==> config.mk <==
export PLATFORM = sky130hd
export DESIGN_NAME = cpu_controller_flat
export DESIGN_NICKNAME = d
export VERILOG_FILES = /design/src/rtl/cpu_controller_if.sv /design/src/rtl/cpu_controller.sv /design/src/flat_wrapper.sv
export SDC_FILE = /design/constraint.sdc
export NUM_CORES = 1
export LEC_CHECK = 0
export BUFFER_PORTS_ARGS = -buffer_cell sky130_fd_sc_hd__buf_2
export CORE_UTILIZATION = 35
export DETAILED_ROUTE_END_ITERATION = 8
export HOLD_SLACK_MARGIN = 0.03
export PLACE_DENSITY_LB_ADDON = 0.3
export SLEW_MARGIN = 20
export SYNTH_ARGS = -nofsm -noshare
export SYNTH_HDL_FRONTEND = slang
export SYNTH_SLANG_ARGS = --single-unit
==> constraint.sdc <==
create_clock -name Clock -period 3.5 [get_ports Clock]
set_input_delay 0.7 -clock Clock [delete_from_list [all_inputs] [get_ports Clock]]
set_output_delay 0.7 -clock Clock [all_outputs]
set_load 0.1 [all_outputs]
==> src/rtl/cpu_controller_if.sv <==
// Bundle of signals between the control unit, the instruction ROM and the datapath.
// The master modport is the controller side; the slave modport is the ROM/datapath side.
interface cpu_controller_if #(
    parameter int PC_W = 7
);
    logic [15:0]     I_Data;
    logic [PC_W-1:0] I_Addr;
    logic [7:0]      D_Addr;
    logic            D_Wr;
    logic [1:0]      RF_s;
    logic [3:0]      RF_W_Addr;
    logic            RF_W_en;
    logic [3:0]      RF_Ra_Addr;
    logic [3:0]      RF_Rb_Addr;
    logic [2:0]      ALU_s0;
    logic [3:0]      State_out;
    logic [15:0]     IR_out;
    logic            Halted;

    modport master (
        input  I_Data,
        output I_Addr, D_Addr, D_Wr, RF_s, RF_W_Addr, RF_W_en,
               RF_Ra_Addr, RF_Rb_Addr, ALU_s0, State_out, IR_out, Halted
    );

    modport slave (
        output I_Data,
        input  I_Addr, D_Addr, D_Wr, RF_s, RF_W_Addr, RF_W_en,
               RF_Ra_Addr, RF_Rb_Addr, ALU_s0, State_out, IR_out, Halted
    );
endinterface

==> src/rtl/cpu_controller.sv <==
// Multi-cycle instruction controller: owns PC and IR, sequences fetch/decode/execute
// and drives the datapath controls as Moore outputs of state and IR.
//
// state  | meaning
// INIT   | clear PC and IR after reset
// FETCH  | latch ROM data into IR, advance PC
// DECODE | select execute state from opcode
// NOOP   | no operation (also illegal opcodes)
// LOAD_A | data-memory read in flight
// LOAD_B | write loaded data into RF[a]
// STORE  | write RF[a] to DM[addr8]
// ADD    | RF[c] <= RF[a] + RF[b]
// SUB    | RF[c] <= RF[a] - RF[b]
// HALT   | frozen until reset
module cpu_controller #(
    parameter int PC_W = 7
) (
    input  logic             Clock,
    input  logic             Reset,
    cpu_controller_if.master bus
);

    typedef enum logic [3:0] {
        S_INIT   = 4'd0,
        S_FETCH  = 4'd1,
        S_DECODE = 4'd2,
        S_NOOP   = 4'd3,
        S_LOAD_A = 4'd4,
        S_LOAD_B = 4'd5,
        S_STORE  = 4'd6,
        S_ADD    = 4'd7,
        S_SUB    = 4'd8,
        S_HALT   = 4'd9
    } state_t;

    localparam logic [3:0] OP_NOOP  = 4'b0000;
    localparam logic [3:0] OP_STORE = 4'b0001;
    localparam logic [3:0] OP_LOAD  = 4'b0010;
    localparam logic [3:0] OP_ADD   = 4'b0011;
    localparam logic [3:0] OP_SUB   = 4'b0100;
    localparam logic [3:0] OP_HALT  = 4'b0101;

    state_t          state_q, state_d;
    logic [PC_W-1:0] pc_q, pc_d;
    logic [15:0]     ir_q, ir_d;

    logic [3:0] opcode;
    logic [3:0] fld_a;
    logic [3:0] fld_b;
    logic [3:0] fld_c;
    logic [7:0] addr8;

    logic [7:0] d_addr;
    logic       d_wr;
    logic [1:0] rf_s;
    logic [3:0] rf_w_addr;
    logic       rf_w_en;
    logic [3:0] rf_ra_addr;
    logic [3:0] rf_rb_addr;
    logic [2:0] alu_s0;
    logic       halted;

    assign opcode = ir_q[15:12];
    assign fld_a  = ir_q[11:8];
    assign fld_b  = ir_q[7:4];
    assign fld_c  = ir_q[3:0];
    assign addr8  = ir_q[7:0];

    always_ff @(posedge Clock) begin
        if (Reset) begin
            state_q <= S_INIT;
            pc_q    <= '0;
            ir_q    <= '0;
        end else begin
            state_q <= state_d;
            pc_q    <= pc_d;
            ir_q    <= ir_d;
        end
    end

    // Next state and PC/IR update; PC wraps naturally at its width.
    always_comb begin
        state_d = state_q;
        pc_d    = pc_q;
        ir_d    = ir_q;
        case (state_q)
            S_INIT: begin
                pc_d    = '0;
                ir_d    = '0;
                state_d = S_FETCH;
            end
            S_FETCH: begin
                ir_d    = bus.I_Data;
                pc_d    = pc_q + 1'b1;
                state_d = S_DECODE;
            end
            S_DECODE: begin
                case (opcode)
                    OP_NOOP:  state_d = S_NOOP;
                    OP_STORE: state_d = S_STORE;
                    OP_LOAD:  state_d = S_LOAD_A;
                    OP_ADD:   state_d = S_ADD;
                    OP_SUB:   state_d = S_SUB;
                    OP_HALT:  state_d = S_HALT;
                    default:  state_d = S_NOOP;
                endcase
            end
            S_LOAD_A: state_d = S_LOAD_B;
            S_LOAD_B: state_d = S_FETCH;
            S_NOOP:   state_d = S_FETCH;
            S_STORE:  state_d = S_FETCH;
            S_ADD:    state_d = S_FETCH;
            S_SUB:    state_d = S_FETCH;
            S_HALT:   state_d = S_HALT;
            default:  state_d = S_INIT;
        endcase
    end

    always_comb begin
        d_addr     = '0;
        d_wr       = 1'b0;
        rf_s       = 2'b00;
        rf_w_addr  = '0;
        rf_w_en    = 1'b0;
        rf_ra_addr = '0;
        rf_rb_addr = '0;
        alu_s0     = '0;
        halted     = 1'b0;
        case (state_q)
            S_STORE: begin
                rf_ra_addr = fld_a;
                d_addr     = addr8;
                d_wr       = 1'b1;
            end
            S_LOAD_A: begin
                d_addr = addr8;
                rf_s   = 2'b01;
            end
            S_LOAD_B: begin
                d_addr    = addr8;
                rf_s      = 2'b01;
                rf_w_addr = fld_a;
                rf_w_en   = 1'b1;
            end
            S_ADD: begin
                rf_ra_addr = fld_a;
                rf_rb_addr = fld_b;
                alu_s0     = 3'd1;
                rf_w_addr  = fld_c;
                rf_w_en    = 1'b1;
            end
            S_SUB: begin
                rf_ra_addr = fld_a;
                rf_rb_addr = fld_b;
                alu_s0     = 3'd2;
                rf_w_addr  = fld_c;
                rf_w_en    = 1'b1;
            end
            S_HALT:  halted = 1'b1;
            default: ;
        endcase
    end

    assign bus.I_Addr     = pc_q;
    assign bus.D_Addr     = d_addr;
    assign bus.D_Wr       = d_wr;
    assign bus.RF_s       = rf_s;
    assign bus.RF_W_Addr  = rf_w_addr;
    assign bus.RF_W_en    = rf_w_en;
    assign bus.RF_Ra_Addr = rf_ra_addr;
    assign bus.RF_Rb_Addr = rf_rb_addr;
    assign bus.ALU_s0     = alu_s0;
    assign bus.State_out  = state_q;
    assign bus.IR_out     = ir_q;
    assign bus.Halted     = halted;

endmodule

==> src/flat_wrapper.sv <==
// flat-port wrapper written by rule: the top's interface ports become plain ports
module cpu_controller_flat 
#(
    parameter int PC_W = 7
)
  (Clock, Reset, bus_I_Data, bus_I_Addr, bus_D_Addr, bus_D_Wr, bus_RF_s, bus_RF_W_Addr, bus_RF_W_en, bus_RF_Ra_Addr, bus_RF_Rb_Addr, bus_ALU_s0, bus_State_out, bus_IR_out, bus_Halted);
  cpu_controller_if #(.PC_W(PC_W)) bus_i ();
  input  logic Clock;
  input  logic Reset;
  input wire logic [$bits(bus_i.I_Data)-1:0] bus_I_Data;
  output wire logic [$bits(bus_i.I_Addr)-1:0] bus_I_Addr;
  output wire logic [$bits(bus_i.D_Addr)-1:0] bus_D_Addr;
  output wire logic [$bits(bus_i.D_Wr)-1:0] bus_D_Wr;
  output wire logic [$bits(bus_i.RF_s)-1:0] bus_RF_s;
  output wire logic [$bits(bus_i.RF_W_Addr)-1:0] bus_RF_W_Addr;
  output wire logic [$bits(bus_i.RF_W_en)-1:0] bus_RF_W_en;
  output wire logic [$bits(bus_i.RF_Ra_Addr)-1:0] bus_RF_Ra_Addr;
  output wire logic [$bits(bus_i.RF_Rb_Addr)-1:0] bus_RF_Rb_Addr;
  output wire logic [$bits(bus_i.ALU_s0)-1:0] bus_ALU_s0;
  output wire logic [$bits(bus_i.State_out)-1:0] bus_State_out;
  output wire logic [$bits(bus_i.IR_out)-1:0] bus_IR_out;
  output wire logic [$bits(bus_i.Halted)-1:0] bus_Halted;
  assign bus_i.I_Data = bus_I_Data;
  assign bus_I_Addr = bus_i.I_Addr;
  assign bus_D_Addr = bus_i.D_Addr;
  assign bus_D_Wr = bus_i.D_Wr;
  assign bus_RF_s = bus_i.RF_s;
  assign bus_RF_W_Addr = bus_i.RF_W_Addr;
  assign bus_RF_W_en = bus_i.RF_W_en;
  assign bus_RF_Ra_Addr = bus_i.RF_Ra_Addr;
  assign bus_RF_Rb_Addr = bus_i.RF_Rb_Addr;
  assign bus_ALU_s0 = bus_i.ALU_s0;
  assign bus_State_out = bus_i.State_out;
  assign bus_IR_out = bus_i.IR_out;
  assign bus_Halted = bus_i.Halted;
  cpu_controller #(.PC_W(PC_W)) u_core (.Clock(Clock), .Reset(Reset), .bus(bus_i));
endmodule
# Word level (Yosys, flattened, before mapping)
# Index checks and enable logic that the tools add are counted.
# Widths: inputs -> output; s select.
dict set report op_classes {
  muxes 13
  reduce_logical 8
  n_eq_ne 14
  addsub 1
}
# operator n
set op_table {}
lappend op_table {{$pmux 4 s5} 2}
lappend op_table {{$pmux 16 s2} 1}
lappend op_table {{$eq 4x3->1 const B} 6}
lappend op_table {{$eq 4x2->1 const B} 4}
lappend op_table {{$pmux 7 s2} 1}
lappend op_table {{$reduce_or 3->1} 3}
lappend op_table {{$eq 4x1->1 const B} 2}
lappend op_table {{$eq 4x4->1 const B} 2}
lappend op_table {{$mux 4} 2}
lappend op_table {{$mux 8} 1}
lappend op_table {{$pmux 4 s2} 1}
lappend op_table {{$add 7x1->7 const B} 1}
lappend op_table {{$reduce_or 6->1} 1}
lappend op_table {{$logic_not 4->1} 1}
lappend op_table {{$mux 1} 4}
lappend op_table {{$pmux 2 s2} 1}
lappend op_table {{$reduce_or 2->1} 2}
lappend op_table {{$reduce_bool 2->1} 1}
dict set report totals {
  inputBits 18
  wordCells 39
  register_bits 27
  output_inout_bits 55
}

# Depth between registers and ports, before layout
dict set report logic_depth {
  word_depth 3
  mapped_depth 5
  ltp_nobuf 4
}

# Least setup slack after synthesis
# Ideal clock, no wire load.
dict set report synth_path {
  path_type {register to output}
  startpoint {reg u_core.state_q[0], in the netlist u_core.bus.State_out[0]}
  endpoint {out bus_Halted}
  t_arrival_ns 3.464
  path_slack_ns -0.664
  required_ns 2.800
  path_stages_with_launch 4
  path_cell_list {dfxtp_1 clkbuf_1 nand2_1 nor3_1}
}
dict set report synth_via {
  elab_chain_len 2
}
# item line
set synth_lines {}
lappend synth_lines {{start: declaration} cpu_controller.sv:43} ;# state_t state_q, state_d;
lappend synth_lines {{start signal: assignment} cpu_controller.sv:75} ;# state_q <= state_d;
lappend synth_lines {{$eq 4x4->1} cpu_controller.sv:129} ;# case (state_q)
lappend synth_lines {{$mux 1} cpu_controller.sv:129}
lappend synth_lines {{end: declaration} flat_wrapper.sv:22} ;# output wire logic [$bits(bus_i.Halted)-1:0] bus_Halted;
# No other way between the ends.

# Worst setup path in the final report
dict set report layout_path {
  startpoint {reg u_core.state_q[3], in the netlist u_core.bus.State_out[3]}
  endpoint {out bus_RF_W_Addr[0]}
}
dict set report layout_via {
  elab_chain_len 3
  elab_cells_between_ends 5
  cone_classes {eq/ne: 3; mux: 1; reduce/logical: 1}
}
# item line
set layout_lines {}
lappend layout_lines {{$eq 4x3->1 / $eq 4x4->1 (equally long branches)} cpu_controller.sv:129}
lappend layout_lines {{$reduce_or 2->1 (no line)} --}
lappend layout_lines {{$pmux 4 s2 *} cpu_controller.sv:129}
lappend layout_lines {{end: declaration} flat_wrapper.sv:15} ;# output wire logic [$bits(bus_i.RF_W_Addr)-1:0] bus_RF_W_Addr;
# Mark *: on every way between the ends. The rest lies on a longest branch, timed or not.

==> run metrics <==
Slew Limit Fails 0; PortBufs 70; Peak VDD IR about 0.0003 V; Core Area about 3700 um2; most frequent cells in the layout buf_2, nand2_1, dfxtp_1; NumNets Final approximately 260; GRT Overall Usage about a fifth; post-CTS setup buffer count 0; WL/cell 13.49 um; Initial Util ~37%; antenna viol nets, final 0; crit end category output pin; Hold Path Stages 2; Required @ worst endpoint ~2.8 ns; final wirelength ~3900 um; pwr/cell area 507.6 nW/um2; ys flop type dfxtp_1; Setup TNS Final 0 ns; async set or reset register ratio after synthesis 0%; max_cap viols 0; sequential-to-total area share from yosys stat 38.78%; Hold Fails Final Rpt 0; largest net degree at the start of global routing 34; antenna violations before repair 0; Mapped Avg Cell Area between 7 and 8 um2; dpl hpwl approximately 2800 um; status complete, no violations; WP data arrival ~2.4 ns; worst-margin pin slew approximately 0.76 ns; Clk Latency, worst-skew pair 0.27 ns; Clock Power Share 19.3%; Slew headroom between 40% and 50%; Post-synth EDFFs 0; reg-to-reg startpoint u_core.bus.State_out[0]; CTS tree built; Layout area overhead 30.79%; num rows 22; r2r worst-path depth 4; total congestion overflow 0; hold_sp u_core.bus.IR_out[4]; Post-Syn Instances ~180; flop2flop setup slack around 1.6 ns; die width approximately 65 um; switch share a little under half; number of top-level pins between 70 and 80; Post-CTS Hold Fix Bufs 0; Worst Path Max Fanout 14; die area about 4200 um2; DRC viols 0; P_sw 439.5 uW; Hold EP u_core.bus.IR_out[4]; Tmin final approximately 3 ns; Worst-path clk slew approximately 0.09 ns; fmax between 0.3 and 0.4 GHz; H-Tree Depth 1; deepest clock path buffer count 2; sequential power share between 40% and 50%; synthesized flop and latch total 27; Pleak ~0.87 nW; CTS buffer count 3; DRT Pass-1 Iters 4; Most Crowded Layer GR met2; vias per cell between 5 and 6; ANT cells 0; GR Layer Usage met3 roughly 4.7%; CP max-delay cell or4b_2; Die Ht about 65 um; commonest non-fill, non-tap cell in the layout buf_2; layout cell share with drive strength beyond 1 a little under two fifths; Mapped Area between 1000 and 1500 um2; Tightest Hold Check Type flop to flop; RSZ-0062 raised after global routing false; met1 usage 22.31%; P_int about 490 uW; vias in the first global route approximately 1400; Final Util between 40% and 50%; Logic pwr share 40.5%; Netlist cell types 34; YS warnings 0; Clock Skew roughly 0.0087 ns; cts repair resizes 0; met2 Track Usage GR around 34%; via count around 1500; first-pass GRT wire length 6299 um; reg-to-reg critical path endpoint u_core.bus.I_Addr[6]; CP startpoint kind flop; crit share post-route between 80% and 90%; Clock Tree Root clkbuf_8; critical-path cell list or4b_2 -> nand2b_1 -> a22o_2 -> buf_2; Sink Count 27; Initial DRC Count between 80 and 90; endpoints failing setup 0; GPL Wtd Cong roughly 0.75; Critical Path Max Stage Delay about 0.68 ns; Setup CP Type flop to output pin
power groups by stage:
stage | sequential, mW | combinational [mW] | clock, mW
2_1_floorplan | 0.546 | 0.140 | 0
3_3_place_gp | 0.377 | 0.372 | 0
3_5_place_dp | 0.378 | 0.373 | 0
4_1_cts | 0.371 | 0.374 | 0.186
5_1_grt | 0.378 | 0.395 | 0.199
6_report | 0.372 | 0.375 | 0.178
metrics by stage:
stage	hold slack, ns	power (mW)	instances	setup WS, ns	area (um2)
after global placement	0.4629	0.7493	285	0.8171	1770
after global routing	0.5013	0.9722	289	0.3093	1823
after detailed placement	0.4692	0.7510	285	0.7481	1770
after floorplan	0.8352	0.6859	180	0.1475	1413
after CTS	0.4824	0.9306	289	0.4386	1817
final	0.4741	0.9254	289	0.4168	1823
worst max-delay path by stage:
stage / startpoint / to / slack [ns] / cells after the start
floorplan: u_core.bus.State_out[3] / bus_RF_Rb_Addr[0] / 0.15 / 4
global placement: u_core.bus.State_out[3] / bus_RF_W_Addr[3] / 0.82 / 4
detailed placement: u_core.bus.State_out[3] / bus_RF_W_Addr[0] / 0.75 / 4
CTS: u_core.bus.State_out[3] / bus_RF_W_Addr[0] / 0.44 / 4
global route: u_core.bus.State_out[3] / bus_RF_W_Addr[0] / 0.31 / 4
finish: u_core.bus.State_out[3] / bus_RF_W_Addr[0] / 0.42 / 4
kinds of logic after synthesis:
| family | synth area share (%) |
|---|---|
| simple gates | 37.52 |
| compound gates | 15.89 |
| flops | 38.78 |
| buf+inv | 4.577 |
| xor+xnor | 1.257 |
| fa+ha+maj | 0.8975 |
| other cells | 0.2690 |
| mux | 0.8078 |
registers in the layout, indices dropped and copies added, names as in the netlist:
name	flops
u_core.bus.IR_out	16
u_core.bus.I_Addr	7
u_core.bus.State_out	4
metal layers:
metal | vias up | share of wire (%)
li1 | 752 | -
met1 | 699 | 44
met4 | 0 | 1.1
met5 | - | 0
met2 | 39 | 50
met3 | 4 | 4.7
cells in the mapped netlist, types with 3 or more instances:
library cell | n | area share (%)
o21ai_0 | 5 | 1.8
nand2b_1 | 7 | 3.1
nand3_1 | 19 | 6.8
a21oi_1 | 22 | 7.9
and2_1 | 16 | 7.2
o211ai_1 | 3 | 1.6
a22o_1 | 4 | 2.5
or4_1 | 6 | 3.2
clkbuf_1 | 11 | 3.0
dfxtp_1 | 27 | 39
nor2_1 | 8 | 2.2
nand2_1 | 24 | 6.5
final cells by class:
| type | instances | area, um2 |
|---|---|---|
| Clock inverter | 1 | 5.005 |
| Tap cell | 48 | 60.06 |
| Sequential cell | 27 | 544.3 |
| Fill cell | 409 | 1921 |
| Multi-Input combinational cell | 138 | 810.8 |
| Inverter | 1 | 3.754 |
| Timing Repair Buffer | 71 | 357.8 |
| Clock buffer | 3 | 41.29 |
worst max-delay path, delay by kind of cell (launching register included):
| kind | cells | cell delay, ns |
|---|---|---|
| buffers and inverters | 1 | 0.42 |
| AO/OA/AOI/OAI | 1 | 0.19 |
| AND/OR/NAND/NOR | 2 | 0.93 |
| flip-flops | 1 | 0.57 |
No activity file was read; power rests on OpenSTA's default activity.
